File: src/rtl/snn_pkg.sv
// Shared types and default widths for the spiking-neuron blocks.
// Used by the lif-side blocks and the spike decoder.
package snn_pkg;

   typedef enum logic {
      IDLE  = 1'b0,
      COUNT = 1'b1
   } state_e;

   localparam int SNN_WIN_W = 8;
   localparam int SNN_CNT_W = 5;
   localparam int SNN_ISI_W = 8;

endpackage

File: src/rtl/spike_rate_decoder_if.sv
// Result channel of the spike decoder: valid/ready plus rate and ISI.
// master drives out_valid/rate/isi; slave drives out_ready.
interface spike_rate_decoder_if
   import snn_pkg::*;
#(
   parameter int CNT_W = SNN_CNT_W,
   parameter int ISI_W = SNN_ISI_W
);

   logic             out_valid;
   logic             out_ready;
   logic [CNT_W-1:0] rate;
   logic [ISI_W-1:0] isi;

   modport master (
      output out_valid,
      output rate,
      output isi,
      input  out_ready
   );

   modport slave (
      input  out_valid,
      input  rate,
      input  isi,
      output out_ready
   );

endinterface

File: src/rtl/spike_rate_decoder_sat_counter.sv
// Saturating up-counter: clr wins over inc, holds at all-ones.
// Ports: clk, reset (async active-low), clr, inc, q (value), nxt (q plus inc, saturated).
module sat_counter #(
   parameter int W = 8
) (
   input  logic         clk,
   input  logic         reset,
   input  logic         clr,
   input  logic         inc,
   output logic [W-1:0] q,
   output logic [W-1:0] nxt
);

   logic [W-1:0] cnt_q;

   // nxt ignores clr so the owner can capture the value a
   // clearing cycle would have reached.
   assign nxt = (inc && (cnt_q != '1)) ? cnt_q + 1'b1 : cnt_q;
   assign q   = cnt_q;

   always_ff @(posedge clk or negedge reset) begin
      if (!reset) begin
         cnt_q <= '0;
      end else if (clr) begin
         cnt_q <= '0;
      end else begin
         cnt_q <= nxt;
      end
   end

endmodule

File: src/rtl/spike_rate_decoder.sv
// Spike rate decoder: spike count per programmable window and latest ISI.
// Ports: clk, reset (async active-low), enable, spike, win_len, res_if (result
// channel, master), overrun (sticky drop flag), busy (counting).
module spike_rate_decoder
   import snn_pkg::*;
#(
   parameter int WIN_W = SNN_WIN_W,
   parameter int CNT_W = SNN_CNT_W,
   parameter int ISI_W = SNN_ISI_W
) (
   input  logic                 clk,
   input  logic                 reset,
   input  logic                 enable,
   input  logic                 spike,
   input  logic [WIN_W-1:0]     win_len,
   spike_rate_decoder_if.master res_if,
   output logic                 overrun,
   output logic                 busy
);

   state_e           state_q, state_d;
   logic             start, active;
   logic             edge_q;
   logic             ev, win_end, load;
   logic [WIN_W-1:0] len_q, win_cnt_q, len_smp;
   logic             seen_q;
   logic [ISI_W-1:0] isi_last_q, isi_fin;
   logic [ISI_W-1:0] tmr_q, tmr_nxt;
   logic [CNT_W-1:0] cnt_q, cnt_fin;
   logic             valid_q, overrun_q;
   logic [CNT_W-1:0] rate_q;
   logic [ISI_W-1:0] isi_q;

   always_ff @(posedge clk or negedge reset) begin
      if (!reset) state_q <= IDLE;
      else        state_q <= state_d;
   end

   always_comb begin
      state_d = state_q;
      unique case (state_q)
         IDLE:  if (enable)  state_d = COUNT;
         COUNT: if (!enable) state_d = IDLE;
         default: state_d = IDLE;
      endcase
   end

   always_comb begin
      start  = (state_q == IDLE) && enable;
      active = (state_q == COUNT) && enable;
      busy   = (state_q == COUNT);
   end

   assign ev      = active && spike && !edge_q;
   assign win_end = active && (win_cnt_q == len_q);
   assign len_smp = (win_len == '0) ? WIN_W'(1) : win_len;

   sat_counter #(.W(CNT_W)) u_cnt (
      .clk   (clk),
      .reset (reset),
      .clr   (start || win_end),
      .inc   (ev),
      .q     (cnt_q),
      .nxt   (cnt_fin)
   );

   sat_counter #(.W(ISI_W)) u_tmr (
      .clk   (clk),
      .reset (reset),
      .clr   (start || ev),
      .inc   (active),
      .q     (tmr_q),
      .nxt   (tmr_nxt)
   );

   // Interval ends on this cycle's event: timer+1, saturated.
   assign isi_fin = (ev && seen_q) ? tmr_nxt : isi_last_q;
   assign load    = win_end && (!valid_q || res_if.out_ready);

   always_ff @(posedge clk or negedge reset) begin
      if (!reset) begin
         edge_q     <= 1'b0;
         len_q      <= '0;
         win_cnt_q  <= '0;
         seen_q     <= 1'b0;
         isi_last_q <= '0;
      end else begin
         edge_q <= spike;
         if (start) begin
            len_q      <= len_smp;
            win_cnt_q  <= WIN_W'(1);
            seen_q     <= 1'b0;
            isi_last_q <= '0;
         end else if (active) begin
            if (win_end) begin
               len_q     <= len_smp;
               win_cnt_q <= WIN_W'(1);
            end else begin
               win_cnt_q <= win_cnt_q + 1'b1;
            end
            if (ev) begin
               seen_q     <= 1'b1;
               isi_last_q <= isi_fin;
            end
         end
      end
   end

   always_ff @(posedge clk or negedge reset) begin
      if (!reset) begin
         valid_q   <= 1'b0;
         rate_q    <= '0;
         isi_q     <= '0;
         overrun_q <= 1'b0;
      end else begin
         if (load) begin
            valid_q <= 1'b1;
            rate_q  <= cnt_fin;
            isi_q   <= isi_fin;
         end else if (valid_q && res_if.out_ready) begin
            valid_q <= 1'b0;
         end
         if (start) begin
            overrun_q <= 1'b0;
         end else if (win_end && valid_q && !res_if.out_ready) begin
            overrun_q <= 1'b1;
         end
      end
   end

   assign res_if.out_valid = valid_q;
   assign res_if.rate      = rate_q;
   assign res_if.isi       = isi_q;
   assign overrun          = overrun_q;

endmodule

File: src/flat_wrapper.sv
// flat-port wrapper written by rule: the top's interface ports become plain ports
module spike_rate_decoder_flat import snn_pkg::*;
#(
   parameter int WIN_W = SNN_WIN_W,
   parameter int CNT_W = SNN_CNT_W,
   parameter int ISI_W = SNN_ISI_W
)
  (clk, reset, enable, spike, win_len, overrun, busy, res_if_out_valid, res_if_rate, res_if_isi, res_if_out_ready);
  spike_rate_decoder_if #(.CNT_W(CNT_W), .ISI_W(ISI_W)) res_if_i ();
  input  logic clk;
  input  logic reset;
  input  logic enable;
  input  logic spike;
  input  logic [WIN_W-1:0] win_len;
  output logic overrun;
  output logic busy;
  output wire logic [$bits(res_if_i.out_valid)-1:0] res_if_out_valid;
  output wire logic [$bits(res_if_i.rate)-1:0] res_if_rate;
  output wire logic [$bits(res_if_i.isi)-1:0] res_if_isi;
  input wire logic [$bits(res_if_i.out_ready)-1:0] res_if_out_ready;
  assign res_if_out_valid = res_if_i.out_valid;
  assign res_if_rate = res_if_i.rate;
  assign res_if_isi = res_if_i.isi;
  assign res_if_i.out_ready = res_if_out_ready;
  spike_rate_decoder #(.WIN_W(WIN_W), .CNT_W(CNT_W), .ISI_W(ISI_W)) u_core (.clk(clk), .reset(reset), .enable(enable), .spike(spike), .win_len(win_len), .res_if(res_if_i), .overrun(overrun), .busy(busy));
endmodule
File: config.mk
export PLATFORM = sky130hd
export DESIGN_NAME = spike_rate_decoder_flat
export DESIGN_NICKNAME = d
export VERILOG_FILES = /design/src/rtl/snn_pkg.sv /design/src/rtl/spike_rate_decoder_if.sv /design/src/rtl/spike_rate_decoder_sat_counter.sv /design/src/rtl/spike_rate_decoder.sv /design/src/flat_wrapper.sv
export SDC_FILE = /design/constraint.sdc
export NUM_CORES = 1
export LEC_CHECK = 0
export ABC_AREA = 0
export CORE_MARGIN = 4
export CORE_UTILIZATION = 47
export CTS_BUF_LIST = sky130_fd_sc_hd__clkbuf_8
export CTS_CLUSTER_DIAMETER = 100
export DETAILED_ROUTE_END_ITERATION = 10
export GPL_TIMING_DRIVEN = 0
export PLACE_DENSITY = 0.69
export SYNTH_ARGS = -nofsm -noshare
export SYNTH_HDL_FRONTEND = slang
export SYNTH_SLANG_ARGS = --single-unit
export TNS_END_PERCENT = 100
File: constraint.sdc
create_clock -name clk -period 2.1 [get_ports clk]
set_clock_uncertainty 0.05 [all_clocks]
set_input_delay 0.21 -clock clk [delete_from_list [all_inputs] [get_ports clk]]
set_output_delay 0.21 -clock clk [all_outputs]
set_load 0.1 [all_outputs]
==> run summary, run 1 <==
Of all nets on the critical path, the largest fanout is 2. The placement row count is 26. The setup-violating endpoint count in the final report is 0. The switching portion of total power is 28.9%. STA classifies the critical path endpoint as an output pin. Internal power comes to 1.48 mW.

At the worst endpoint, the arrival time is 1.80 ns. After routing, the total negative slack on setup checks comes to 0 ns. The effective utilization at floorplan is 48.8%. The clock input transition at the sequential cells of the worst setup and hold paths came out at 0.10 ns.

The worst path required time is 1.84 ns. The min-delay analysis places its worst path in the category in2async. Across the run, the number of max-cap violations was 0. By area, the combinational part of the netlist is dominated by simple AND/OR/NAND/NOR gates. The net count of the finished layout came out at 299.

The relative contribution of sequential cells to total power came out at 56.7%. The average size of a mapped cell is 10.4 sq um. The clock passes through at most 2 buffers. The critical path starts at u_core.res_if.isi[0]$_DFFE_PN0P_. The synthesized netlist devotes 10.3% of its cell area to compound gates. The power per cell area is 677 nW/um^2. Of the synthesized area, sequential elements account for 54.5%. The worst reg2reg path endpoint is u_core.res_if.isi[3]$_DFFE_PN0P_. The wire length of the first global-routing pass is 8350 um. Timing would allow up to 486 MHz. The number of cells on the worst reg-to-reg path is 6. The top flip-flop cell by instance count after synthesis is sky130_fd_sc_hd__dfrtp_1.

For this design, the sink count on the clock tree is 55. After the first detailed-routing iteration, the DRC count stood at 55. In the finished design, the share of the clock period the worst path needs comes to 97.9%. TritonCTS built the clock tree. The clock share of power is 27.7%. The synthesized netlist devotes 1.98% of its cell area to adder and majority cells. The leakage power came out at 1.57 nW. The remaining number of nets flagged by the antenna check after routing came out at 0.

The routed layout has 1,837 vias. The number of global-route vias before repair is 1,812. The total wire length after detailed routing is 4900 um. Dividing the detail-routed via count by the number of cells gives 5.20. The global-route total usage across every layer came out at 16.5%.

The die covers 6610 sq um. The worst IR drop on VDD is 0.397 mV. Hold timing on the final database bottoms out at a slack of 0.284 ns. The kind of cell with the highest combined delay along the critical path is buffers and inverters.

The delay of the slowest critical-path stage came out at 1.13 ns. The clock insertion delay at the later pin of the skew report came out at 0.31 ns. In this run, synthesis produced a sequential element count of 55. The most critical setup path has its endpoint at res_if_isi[0]. STA classifies the critical path startpoint as a flip-flop. The total design power came out at 2.09 mW. The share of cell area taken by muxes after synthesis came out at 6.34%. The number of top-level pins is 29. The signal on the critical path passes through clkdlybuf4s50_1.

The sum of overflow across all layers after global routing is 0. The wire-length estimate of the detail-placed layout is 3490 um. The normalized max-slew margin came out at 35.1%. The number of warnings printed during yosys synthesis came out at 0. The run finished with clean final reports.

The final-report max-slew violation count is 0. The cell sitting at the root of the clock tree is a sky130_fd_sc_hd__clkbuf_8. The summed instance area of the synthesized netlist is 2520 sq um. After technology mapping, the gate count stands at 242. The number of antenna violations at the first check in global routing came out at 0. The standard cell core area came out at 5170 sq um.

After Yosys synthesis, and, or, nand and nor cells account for 17.0% of the synthesized area. The routability congestion estimate from global placement is 0.846. Counting every net in the synthesized netlist gives 259.

The vertical die dimension is 81.3 um. The number of enable flip-flop cells after synthesis came out at 0. Setup repair after global routing could not meet its margin everywhere.

The diode insertion count for antenna repair came out at 0. The worst setup path is of the reg2out kind. The reg-to-reg critical path startpoint is u_core.win_cnt_q[7]$_DFFE_PN0N_. The number of buffer cells added on primary ports is 28.

The final instance area is 3080 sq um. The logic depth of the worst path, buffers included came out at 1. In this run the horizontal extent of the chip is 81.3 um. The total placed instance area came out at 2910 sq um. The total clock buffers created by CTS came out at 5. The share of total power dissipated in combinational logic is 15.5%. The reported net switching power is 0.604 mW. The number of H-tree levels came out at 2. At the pin with the least slew margin, the transition time is 0.971 ns. The layout overhead on the synthesized area is 22.2%. The share of flip-flops with an asynchronous set or reset after synthesis is 100%. The layout cell share with drive strength beyond 1 came out at 12.0%.

The count of buffer and inverter cells on the critical path is 1. The slack of the worst reg-to-reg path came out at 0.10 ns. The distinct cell type count after synthesis came out at 41. The parity-gate share of the synthesized area counting xor and xnor cells is 7.28%. For this run, design rule violations remaining after detail routing come to 0. The number of iterations in the first detailed-routing pass came out at 4. The count of final hold-check violations came out at 0. The utilization of the core after routing came out at 59.6%. The cell with the biggest individual delay on the critical path is sky130_fd_sc_hd__clkdlybuf4s50_1. The maximum number of pins on one net before global-route repair is 41.

The final critical-path required period is 2.06 ns. After detailed routing, the average wire length per cell comes to 13.9 um.
[synthesized netlist by cell type, types with 2 or more instances]
cell / number / share of area (%)
sky130_fd_sc_hd__a211oi_1: 2 / 0.59
sky130_fd_sc_hd__a21o_1: 6 / 1.8
sky130_fd_sc_hd__a21oi_1: 6 / 1.2
sky130_fd_sc_hd__and2_1: 4 / 0.99
sky130_fd_sc_hd__and3_1: 2 / 0.50
sky130_fd_sc_hd__and4_1: 2 / 0.69
sky130_fd_sc_hd__buf_2: 4 / 0.79
sky130_fd_sc_hd__clkbuf_1: 3 / 0.45
sky130_fd_sc_hd__dfrtp_1: 55 / 55
sky130_fd_sc_hd__ha_1: 4 / 2.0
sky130_fd_sc_hd__inv_1: 5 / 0.74
sky130_fd_sc_hd__mux2_2: 8 / 3.6
sky130_fd_sc_hd__mux2i_1: 7 / 2.8
sky130_fd_sc_hd__nand2_1: 34 / 5.1
sky130_fd_sc_hd__nand2b_1: 2 / 0.50
sky130_fd_sc_hd__nand3_1: 2 / 0.40
sky130_fd_sc_hd__nand4_1: 6 / 1.5
sky130_fd_sc_hd__nor2_1: 30 / 4.5
sky130_fd_sc_hd__nor2b_1: 2 / 0.50
sky130_fd_sc_hd__nor3_1: 3 / 0.59
sky130_fd_sc_hd__nor4_1: 2 / 0.50
sky130_fd_sc_hd__o21ai_0: 15 / 3.0
sky130_fd_sc_hd__xnor2_1: 15 / 5.2
sky130_fd_sc_hd__xor2_1: 6 / 2.1
[registers in the layout (all words and copies together), names as in the netlist]
register and cells:
u_core.res_if.isi 8, u_core.len_q 8, u_core.seen_q 1, u_core.win_cnt_q 8
u_core.busy 1, u_core.u_cnt.q 5, u_core.res_if.out_valid 1, u_core.u_tmr.q 8
u_core.overrun 1, u_core.isi_last_q 8, u_core.res_if.rate 5, u_core.edge_q 1
[power groups by stage]
stage                     registers [mW]  clock network, mW  logic [mW]
final                               1.18              0.579       0.324
after detailed placement            1.20                  0       0.322
after global routing                1.19              0.634       0.354
after global placement              1.20                  0       0.310
after floorplan                     1.26                  0       0.148
after CTS                           1.18              0.599       0.318
[cell usage in the layout (no fill, tap or decap), types with 4 or more instances in the layout]
cell and instances:
sky130_fd_sc_hd__nor2_1 30, sky130_fd_sc_hd__and2_1 4, sky130_fd_sc_hd__clkbuf_8 5, sky130_fd_sc_hd__dlymetal6s2s_1 10, sky130_fd_sc_hd__a21oi_1 6, sky130_fd_sc_hd__nand4_1 6, sky130_fd_sc_hd__mux2_2 8, sky130_fd_sc_hd__clkdlybuf4s50_1 14
sky130_fd_sc_hd__a21o_1 6, sky130_fd_sc_hd__dfrtp_1 52, sky130_fd_sc_hd__buf_2 4, sky130_fd_sc_hd__o21ai_0 14, sky130_fd_sc_hd__mux2i_1 7, sky130_fd_sc_hd__inv_1 6, sky130_fd_sc_hd__xnor2_1 13, sky130_fd_sc_hd__xor2_1 6
sky130_fd_sc_hd__nand2_1 34, sky130_fd_sc_hd__ha_1 4
[how the worst min path moves through the flow]
stage	end	slack, ns	cells past startpoint
finish	u_core.res_if.isi[0]$_DFFE_PN0P_	0.28	2
global placement	u_core.isi_last_q[2]$_DFFE_PN0P_	0.41	1
global route	u_core.res_if.isi[0]$_DFFE_PN0P_	0.32	2
floorplan	u_core.edge_q$_DFF_PN0_	-0.14	0
detailed placement	u_core.res_if.isi[0]$_DFFE_PN0P_	0.1	1
CTS	u_core.res_if.isi[0]$_DFFE_PN0P_	0.29	2
[layout make-up]
cell class              instances  area, sq um
fillers                       453         2090
flip-flops and latches         55         1380
multi-input cells             173         1110
repair buffers                 33          349
well taps                      70         87.6
clock buffers                   5         68.8
plain buffers                   9         53.8
inverters                       5         18.8
clock inverters                 3         16.3
[metal layers]
layer  up-vias  GRT usage [%]  share of wire, %
met5         -              0                 0
met4         0           5.91               1.2
met3         6           3.33               3.8
met2        35           26.2                47
met1       884           22.3                48
li1        912              -                 -
[kinds of logic after synthesis]
logic type | count (synthesis)
adders and majority gates | 4
buffers and inverters | 14
xor gates and xnor gates | 21
and+or+nand+nor | 93
AOI/OAI and AO/OA | 40
DFF | 55
muxes | 15
[stage by stage]
| step | setup slack (ns) | std cells |
|---|---|---|
| after floorplan | 0.0731 | 242 |
| after global routing | -0.00701 | 353 |
| after global placement | -1.30 | 340 |
| final | 0.0437 | 353 |
| after detailed placement | -0.188 | 341 |
| after CTS | 0.00419 | 350 |
[timing repair]
action	4_1_cts	5_1_grt
endpoints found under the hold margin	15	0
pin swaps	0	2
hold buffers	1	0
buffers inserted	0	3
endpoints found under the setup margin	3	35
gates resized for setup	3	21
Power figures use the tool's default switching activity.
==> inputs of run 2 (changes only) <==
--- a/config.mk
+++ b/config.mk
@@ -13,6 +13,7 @@
 export DETAILED_ROUTE_END_ITERATION = 10
 export GPL_TIMING_DRIVEN = 0
 export PLACE_DENSITY = 0.69
+export SETUP_SLACK_MARGIN = 0.3
 export SYNTH_ARGS = -nofsm -noshare
 export SYNTH_HDL_FRONTEND = slang
 export SYNTH_SLANG_ARGS = --single-unit
==> run 2 against run 1 <==
Against the previous run: cell area is 2.3% higher; cell count increased by 1.1%; setup slack improved by 0.14 ns; register-to-register slack improved by 0.09 ns; via count grew 1.7%; critical endpoint is now u_core.res_if.isi[1]$_DFFE_PN0P_.
==> run summary, run 2 (synthesis gave the netlist of run 1 again) <==
The run finished with clean final reports. The global-route total usage across every layer was 17.8% (+1.3 points). The total design power is 2.25 mW (+7.6%). The final-report max-slew violation count came out at 0 (unchanged). The number of filler cells placed in the layout came out at 439 (-3.1%). The die footprint came out at 6610 sq um (unchanged). The normalized max-slew margin came to 36.9% (+1.8 points). The number of iterations in the first detailed-routing pass came out at 4 (unchanged). The measured slew at the worst slew-check pin came out at 0.950 ns (-0.0210 ns). The net count of the finished layout is 303 (+1.3%). Leaving out fill and tap cells, the most frequent cell in the layout is sky130_fd_sc_hd__dfrtp_1. The cell sitting at the root of the clock tree is a sky130_fd_sc_hd__clkbuf_8.

The standard cell core area was 5170 sq um (unchanged). The worst reg-to-reg path cell count was 6 (unchanged). The timing-limited maximum frequency came out at 522 MHz (+7.4%). The final critical-path share of the clock period came out at 91.1% (-6.8 points). In this run the most critical hold path is launched from spike. The end of the worst hold path is u_core.edge_q$_DFF_PN0_. The worst path arrival time came out at 2.06 ns (+0.26 ns). In this run the worst hold path is classified as in2reg.

The leakage power was 1.46 nW (-7.2%). The number of remaining DRC errors was 0 (unchanged). The total wire length after detailed routing is 5150 um (+5.0%). The diode insertion count for antenna repair came out at 0 (unchanged). The count of buffer and inverter cells on the critical path is 2 (+1).

The placement row count came out at 26 (unchanged). The delay of the slowest critical-path stage came out at 0.56 ns (-0.57 ns). The maximum count of clock buffers along a single path came to 2 (unchanged). STA classifies the critical path endpoint as a flip-flop. The remaining number of nets flagged by the antenna check after routing is 0 (unchanged). The clock insertion delay at the later pin of the skew report came out at 0.31 ns (about the same). The ratio of routed vias to standard cells came out at 5.24 (+0.60%). The count of final hold-check violations is 0 (unchanged). The effective utilization at floorplan came out at 48.8% (unchanged). The worst setup slack after placement is -0.0962 ns (+0.0919 ns). The number of global-route vias before repair came out at 1,881 (+3.8%). The number of antenna violations at the first check in global routing is 0 (unchanged). The HPWL after detailed placement is 3510 um (+0.50%). The maximum number of pins on one net before global-route repair is 36 (-12%).

The layout cell share with drive strength beyond 1 is 21.3% (+9.2 points). The maximum fanout count along the critical path came out at 8 (+6). The worst IR drop on VDD is 0.545 mV (+37%).

Setup repair after global routing could not meet its margin everywhere. STA classifies the critical path startpoint as a flip-flop. The number of maximum-capacitance violations is 0 (unchanged). The post-detailed-route wirelength per cell is 14.4 um (+3.9%).

The number of buffer cells added on primary ports is 28 (unchanged). Leaving out fill and tap cells, the most frequent cells in the layout are sky130_fd_sc_hd__dfrtp_1, sky130_fd_sc_hd__nand2_1, sky130_fd_sc_hd__nor2_1. The final critical-path required period came to 1.91 ns (-0.142 ns). The number of top-level pins is 29 (unchanged).

The tightest hold margin came out at 0.351 ns (+0.0661 ns). The worst path required time came out at 2.25 ns (+0.41 ns). The wire length of the first global-routing pass came to 9000 um (+7.8%). The sum of overflow across all layers after global routing was 0 (unchanged). The power per cell area came to 712 nW/um^2 (+5.2%). The critical path in this run is classified as reg2reg. The endpoint identified for the worst register-to-register timing path is u_core.res_if.isi[1]$_DFFE_PN0P_. The number of H-tree levels came to 2 (unchanged).

The worst register-to-register path begins at u_core.win_cnt_q[0]$_DFFE_PN0N_. The number of clock sinks seen by CTS came out at 55 (unchanged). The total clock buffers created by CTS came to 5 (unchanged). From synthesis to final layout, the design area changed by 25.0%. The utilization of the core after routing is 61.0% (+1.4 points).

The clock input transition at the sequential cells of the worst setup and hold paths is 0.09 ns (about the same). The DRC violation total after the first TritonRoute iteration is 136 (+150%). The cell depth of the worst hold path came out at 1. The die extent in x is 81.3 um (unchanged). The number of vias in the routed layout is 1,869 (+1.7%).

For this design, the slowest cell found on the critical path is sky130_fd_sc_hd__or4b_4. The slack of the worst reg-to-reg path came out at 0.19 ns (+0.09 ns). The setup-violating endpoint count in the final report came out at 0 (unchanged). The routability congestion estimate from global placement is 0.852 (+0.72%). The vertical die dimension came out at 81.3 um (unchanged). Among cell families on the critical path, the largest total delay comes from simple AND/OR/NAND/NOR gates. TritonCTS built the clock tree. Walking the worst path, the cells encountered are xnor2_1 > nand3_1 > or4b_4 > buf_12 > buf_8 > a21o_1.

The smallest setup slack after layout came out at 0.186 ns (+0.142 ns).
[run 2: cell types whose count changed in the layout (fill, tap and decap cells not counted), sizes merged]
cell,previous run,this run
buf,11,15
clkdlybuf4s50,14,11
inv,6,5
clkdlybuf4s15,0,4
clkinvlp,1,0
clkbuf,8,21
dlygate4sd2,3,0
dlymetal6s2s,10,0
bufinv,0,1
[run 2: through the flow]
| step | setup TNS (ns) | instances | instance area (sq um) |
|---|---|---|---|
| CTS | 0 | 355 | 3130 |
| detailed placement | -0.877 | 341 | 2940 |
| global placement | -53.47 | 340 | 2920 |
| finish | 0 | 357 | 3160 |
| floorplan | 0 | 242 | 2550 |
| global route | 0 | 357 | 3160 |
[run 2: area by class of cell]
| cell class | count | area (sq um) | share of cell area [%] |
|---|---|---|---|
| plain buffers | 9 | 83.8 | 2.66 |
| clock buffers | 6 | 82.6 | 2.62 |
| clock inverters | 2 | 35.0 | 1.11 |
| inverters | 5 | 18.8 | 0.595 |
| multi-input cells | 173 | 1140 | 36.1 |
| flip-flops and latches | 55 | 1380 | 43.8 |
| well taps | 70 | 87.6 | 2.78 |
| repair buffers | 37 | 325 | 10.3 |
[run 2: repair_timing]
action / 4_1_cts / 5_1_grt
hold buffers: 1 / 0
hold endpoints to repair: 34 / 0
resized for setup: 29 / 41
gates cloned: 1 / 0
pin swaps: 9 / 5
setup buffers: 4 / 2
setup endpoints to repair: 47 / 58
[run 2: metal layers]
layer / track usage, % / up-vias / share of wire (%) / wire (um)
met4: 6.76 / 0 / 1.6 / 80
met5: 0 / - / 0 / 0
met3: 3.66 / 5 / 3.7 / 190
met2: 27.1 / 33 / 46 / 2390
met1: 25.0 / 911 / 48 / 2490
li1: - / 920 / - / -
[run 2: worst max path at each step]
stage	to	slack, ns	startpoint	cells past startpoint
after floorplan	u_core.res_if.isi[3]$_DFFE_PN0P_	0.12	u_core.busy$_DFF_PN0_	6
after global placement	u_core.busy$_DFF_PN0_	-1.33	reset	1
after detailed placement	u_core.res_if.isi[3]$_DFFE_PN0P_	-0.1	enable	7
after CTS	u_core.res_if.isi[1]$_DFFE_PN0P_	0.14	u_core.win_cnt_q[5]$_DFFE_PN0N_	6
after global routing	u_core.win_cnt_q[5]$_DFFE_PN0N_	0.09	u_core.len_q[4]$_DFFE_PN0P_	6
final	u_core.res_if.isi[1]$_DFFE_PN0P_	0.19	u_core.win_cnt_q[0]$_DFFE_PN0N_	6
[run 2: worst reg2reg max path: stages (launching register included)]
cell and delay [ns]:
sky130_fd_sc_hd__dfrtp_2 0.43, sky130_fd_sc_hd__xnor2_1 0.15, sky130_fd_sc_hd__nand3_1 0.15, sky130_fd_sc_hd__or4b_4 0.56
sky130_fd_sc_hd__buf_12 0.17, sky130_fd_sc_hd__buf_8 0.13, sky130_fd_sc_hd__a21o_1 0.17
[run 2: report_power, final]
group / switching, mW / internal [mW]
Sequential: 0.0595 / 1.12
Combinational: 0.202 / 0.134
Clock: 0.342 / 0.386
==> inputs of run 3 (changes only) <==
--- a/config.mk
+++ b/config.mk
@@ -11,7 +11,6 @@
 export CTS_BUF_LIST = sky130_fd_sc_hd__clkbuf_8
 export CTS_CLUSTER_DIAMETER = 100
 export DETAILED_ROUTE_END_ITERATION = 10
-export GPL_TIMING_DRIVEN = 0
 export PLACE_DENSITY = 0.69
 export SETUP_SLACK_MARGIN = 0.3
 export SYNTH_ARGS = -nofsm -noshare
==> run 3 against run 2 <==
Against the previous run: cell count grew 6.2%; cell area is 6.7% higher; clock power fell by 19%; critical path type unchanged; first-iteration DRC count is 8.1% lower; fmax grew 1.6%; sequential power is essentially flat; routed wire length is 6.8% higher; hold slack worse by 0.034 ns; setup slack improved by 0.029 ns; combinational power rose by 29%; critical path depth did not move.
==> run summary, run 3 (synthesis gave the netlist of run 1 again) <==
The run finished with clean final reports. In this run the worst hold path is classified as in2async. The number of maximum-capacitance violations is 0 (unchanged).

The maximum fanout count along the critical path is 18 (+10). The final instance area is 3370 sq um (+6.7%). The number of global-route vias before repair came out at 1,838 (-2.3%).

Traced cell by cell, the critical path runs through xnor2_1 > nand3_2 > or4b_4 > buf_12 > a21o_1 > a2bb2oi_1. Relative to the synthesized area, the layout overhead comes to 33.4%. The worst IR drop on VDD came out at 0.344 mV (-37%).

The final-report max-slew violation count came out at 0 (unchanged). The number of clock sinks seen by CTS came out at 55 (unchanged). The number of iterations in the first detailed-routing pass was 4 (unchanged). The normalized max-slew margin was 70.0% (+33 points).

The worst setup slack after placement came out at 0.0210 ns (+0.117 ns). The die footprint came out at 6610 sq um (unchanged). The final critical-path required period is 1.88 ns (-0.0295 ns). The global-route total usage across every layer was 17.0% (-0.81 points). The cell with the biggest individual delay on the critical path is sky130_fd_sc_hd__or4b_4. The register cell area after layout came out at 1380 sq um (unchanged). The diode insertion count for antenna repair came out at 0 (unchanged).

The number of buffer cells added on primary ports came out at 28 (unchanged). The clock input transition at the sequential cells of the worst setup and hold paths came out at 0.10 ns (about the same). The standard cell core area came out at 5170 sq um (unchanged). The DRC violation total after the first TritonRoute iteration is 125 (-8.1%). The routability congestion estimate from global placement came to 0.782 (-8.3%). The number of H-tree levels came out at 2 (unchanged). The remaining number of nets flagged by the antenna check after routing was 0 (unchanged).

In the layout the commonest cells are sky130_fd_sc_hd__dfrtp_1, sky130_fd_sc_hd__buf_4, sky130_fd_sc_hd__nand2_1. The effective utilization at floorplan is 48.8% (unchanged). The net count of the finished layout came out at 325 (+7.3%). The smallest setup slack after layout is 0.215 ns (+0.0295 ns).

The final critical-path share of the clock period came out at 89.7% (-1.4 points). The clock insertion delay at the later pin of the skew report is 0.31 ns (about the same). The total wire length after detailed routing came to 5500 um (+6.8%).

The maximum number of pins on one net before global-route repair is 38 (+5.6%). The post-detailed-route wirelength per cell is 14.5 um (+0.58%). The number of vias in the routed layout was 1,967 (+5.2%). The layout cell share with drive strength beyond 1 came out at 30.1% (+8.8 points). The worst path arrival time is 2.05 ns (about the same). The number of remaining DRC errors is 0 (unchanged). TritonCTS built the clock tree. The worst setup path is launched from a flip-flop. The vertical die dimension is 81.3 um (unchanged). The power per cell area came out at 657 nW/um^2 (-7.7%). The kind of end point of the critical path is a flip-flop. The number of filler cells placed in the layout came out at 428 (-2.5%). The number of top-level pins is 29 (unchanged).

The worst path required time is 2.26 ns (about the same). The timing-limited maximum frequency came out at 531 MHz (+1.6%). The total clock buffers created by CTS came out at 5 (unchanged). The HPWL after detailed placement came out at 3490 um (-0.44%). The multi-input logic area came to 1210 sq um (+6.4%). The setup path with the least slack is of type reg2reg. The setup-violating endpoint count in the final report is 0 (unchanged). Setup repair after global routing could not meet its margin everywhere. The most frequent standard cell in the layout excluding fill and tap cells is sky130_fd_sc_hd__dfrtp_1. The maximum count of clock buffers along a single path came out at 2 (unchanged).

The count of final hold-check violations came out at 0 (unchanged). The leakage power came out at 1.57 nW (+7.6%). The die extent in x is 81.3 um (unchanged).

The delay of the slowest critical-path stage was 0.54 ns (-0.02 ns). The measured slew at the worst slew-check pin is 0.451 ns (-0.500 ns). The placement row count came out at 26 (unchanged).

In this run the clock root is driven by a sky130_fd_sc_hd__clkbuf_8. The wire length of the first global-routing pass came out at 8640 um (-4.1%). The number of antenna violations at the first check in global routing is 0 (unchanged). The total placed instance area was 2960 sq um (+0.55%). The sum of overflow across all layers after global routing is 0 (unchanged). The ratio of routed vias to standard cells was 5.19 (-0.87%). The total negative slack for setup checks came out at 0 ns (unchanged).
run 3: path summary, 6_finish.rpt:
path                                                   from                                to  slack [ns]  cells after the start
min in group clk                                      spike           u_core.edge_q$_DFF_PN0_        0.34                      1
min reg2reg                u_core.res_if.isi[4]$_DFFE_PN0P_  u_core.res_if.isi[4]$_DFFE_PN0P_        0.43                      1
min                                                   reset       u_core.u_tmr.q[0]$_DFF_PN0_        0.32                      2
max                         u_core.win_cnt_q[6]$_DFFE_PN0N_  u_core.res_if.isi[7]$_DFFE_PN0P_        0.22                      6
max in group asynchronous                             reset             u_core.busy$_DFF_PN0_        1.12                      3
max reg2reg                 u_core.win_cnt_q[6]$_DFFE_PN0N_  u_core.res_if.isi[7]$_DFFE_PN0P_        0.22                      6
run 3: area by class of cell:
cell class,count,area share (%)
flip-flops and latches,55,41.0
multi-input cells,173,36.0
repair buffers,68,17.2
well taps,70,2.60
clock buffers,5,2.04
clock inverters,3,0.594
inverters,5,0.557
run 3: metrics by stage:
step | power (mW) | hold WS (ns) | cells | utilization [%]
global placement | 1.53 | 0.133 | 348 | 57.2
floorplan | 1.42 | -0.136 | 242 | -
detailed placement | 1.54 | 0.140 | 348 | 57.2
CTS | 2.16 | 0.316 | 365 | 60.7
finish | 2.21 | 0.317 | 379 | 65.1
global route | 2.32 | 0.325 | 379 | 65.1
run 3: critical path, delay by kind of cell (launching register included):
kind | cells | cell delay, ns
AOI/OAI and AO/OA | 2 | 0.27
xor gates and xnor gates | 1 | 0.19
buffers and inverters | 1 | 0.17
DFF | 1 | 0.43
and+or+nand+nor | 2 | 0.67
run 3: routing by layer:
metal | track usage (%) | share of wire [%] | up-vias
li1 | - | - | 958
met5 | 0 | 0 | -
met2 | 26.7 | 48 | 34
met4 | 5.57 | 1.9 | 0
met3 | 3.44 | 3.1 | 11
met1 | 23.5 | 47 | 964
run 3: timing repair:
action                                  CTS  global route
endpoints found under the setup margin   14            41
gates cloned                              0             1
hold buffers                              1             0
pin swaps                                 5            10
endpoints found under the hold margin    18             0
setup buffers                             8            13
resized for setup                         5            28
run 3: power breakdown:
part / switching, mW / internal, mW
logic: 0.229 / 0.204
clock network: 0.361 / 0.233
registers: 0.0626 / 1.12
total: 0.653 / 1.56
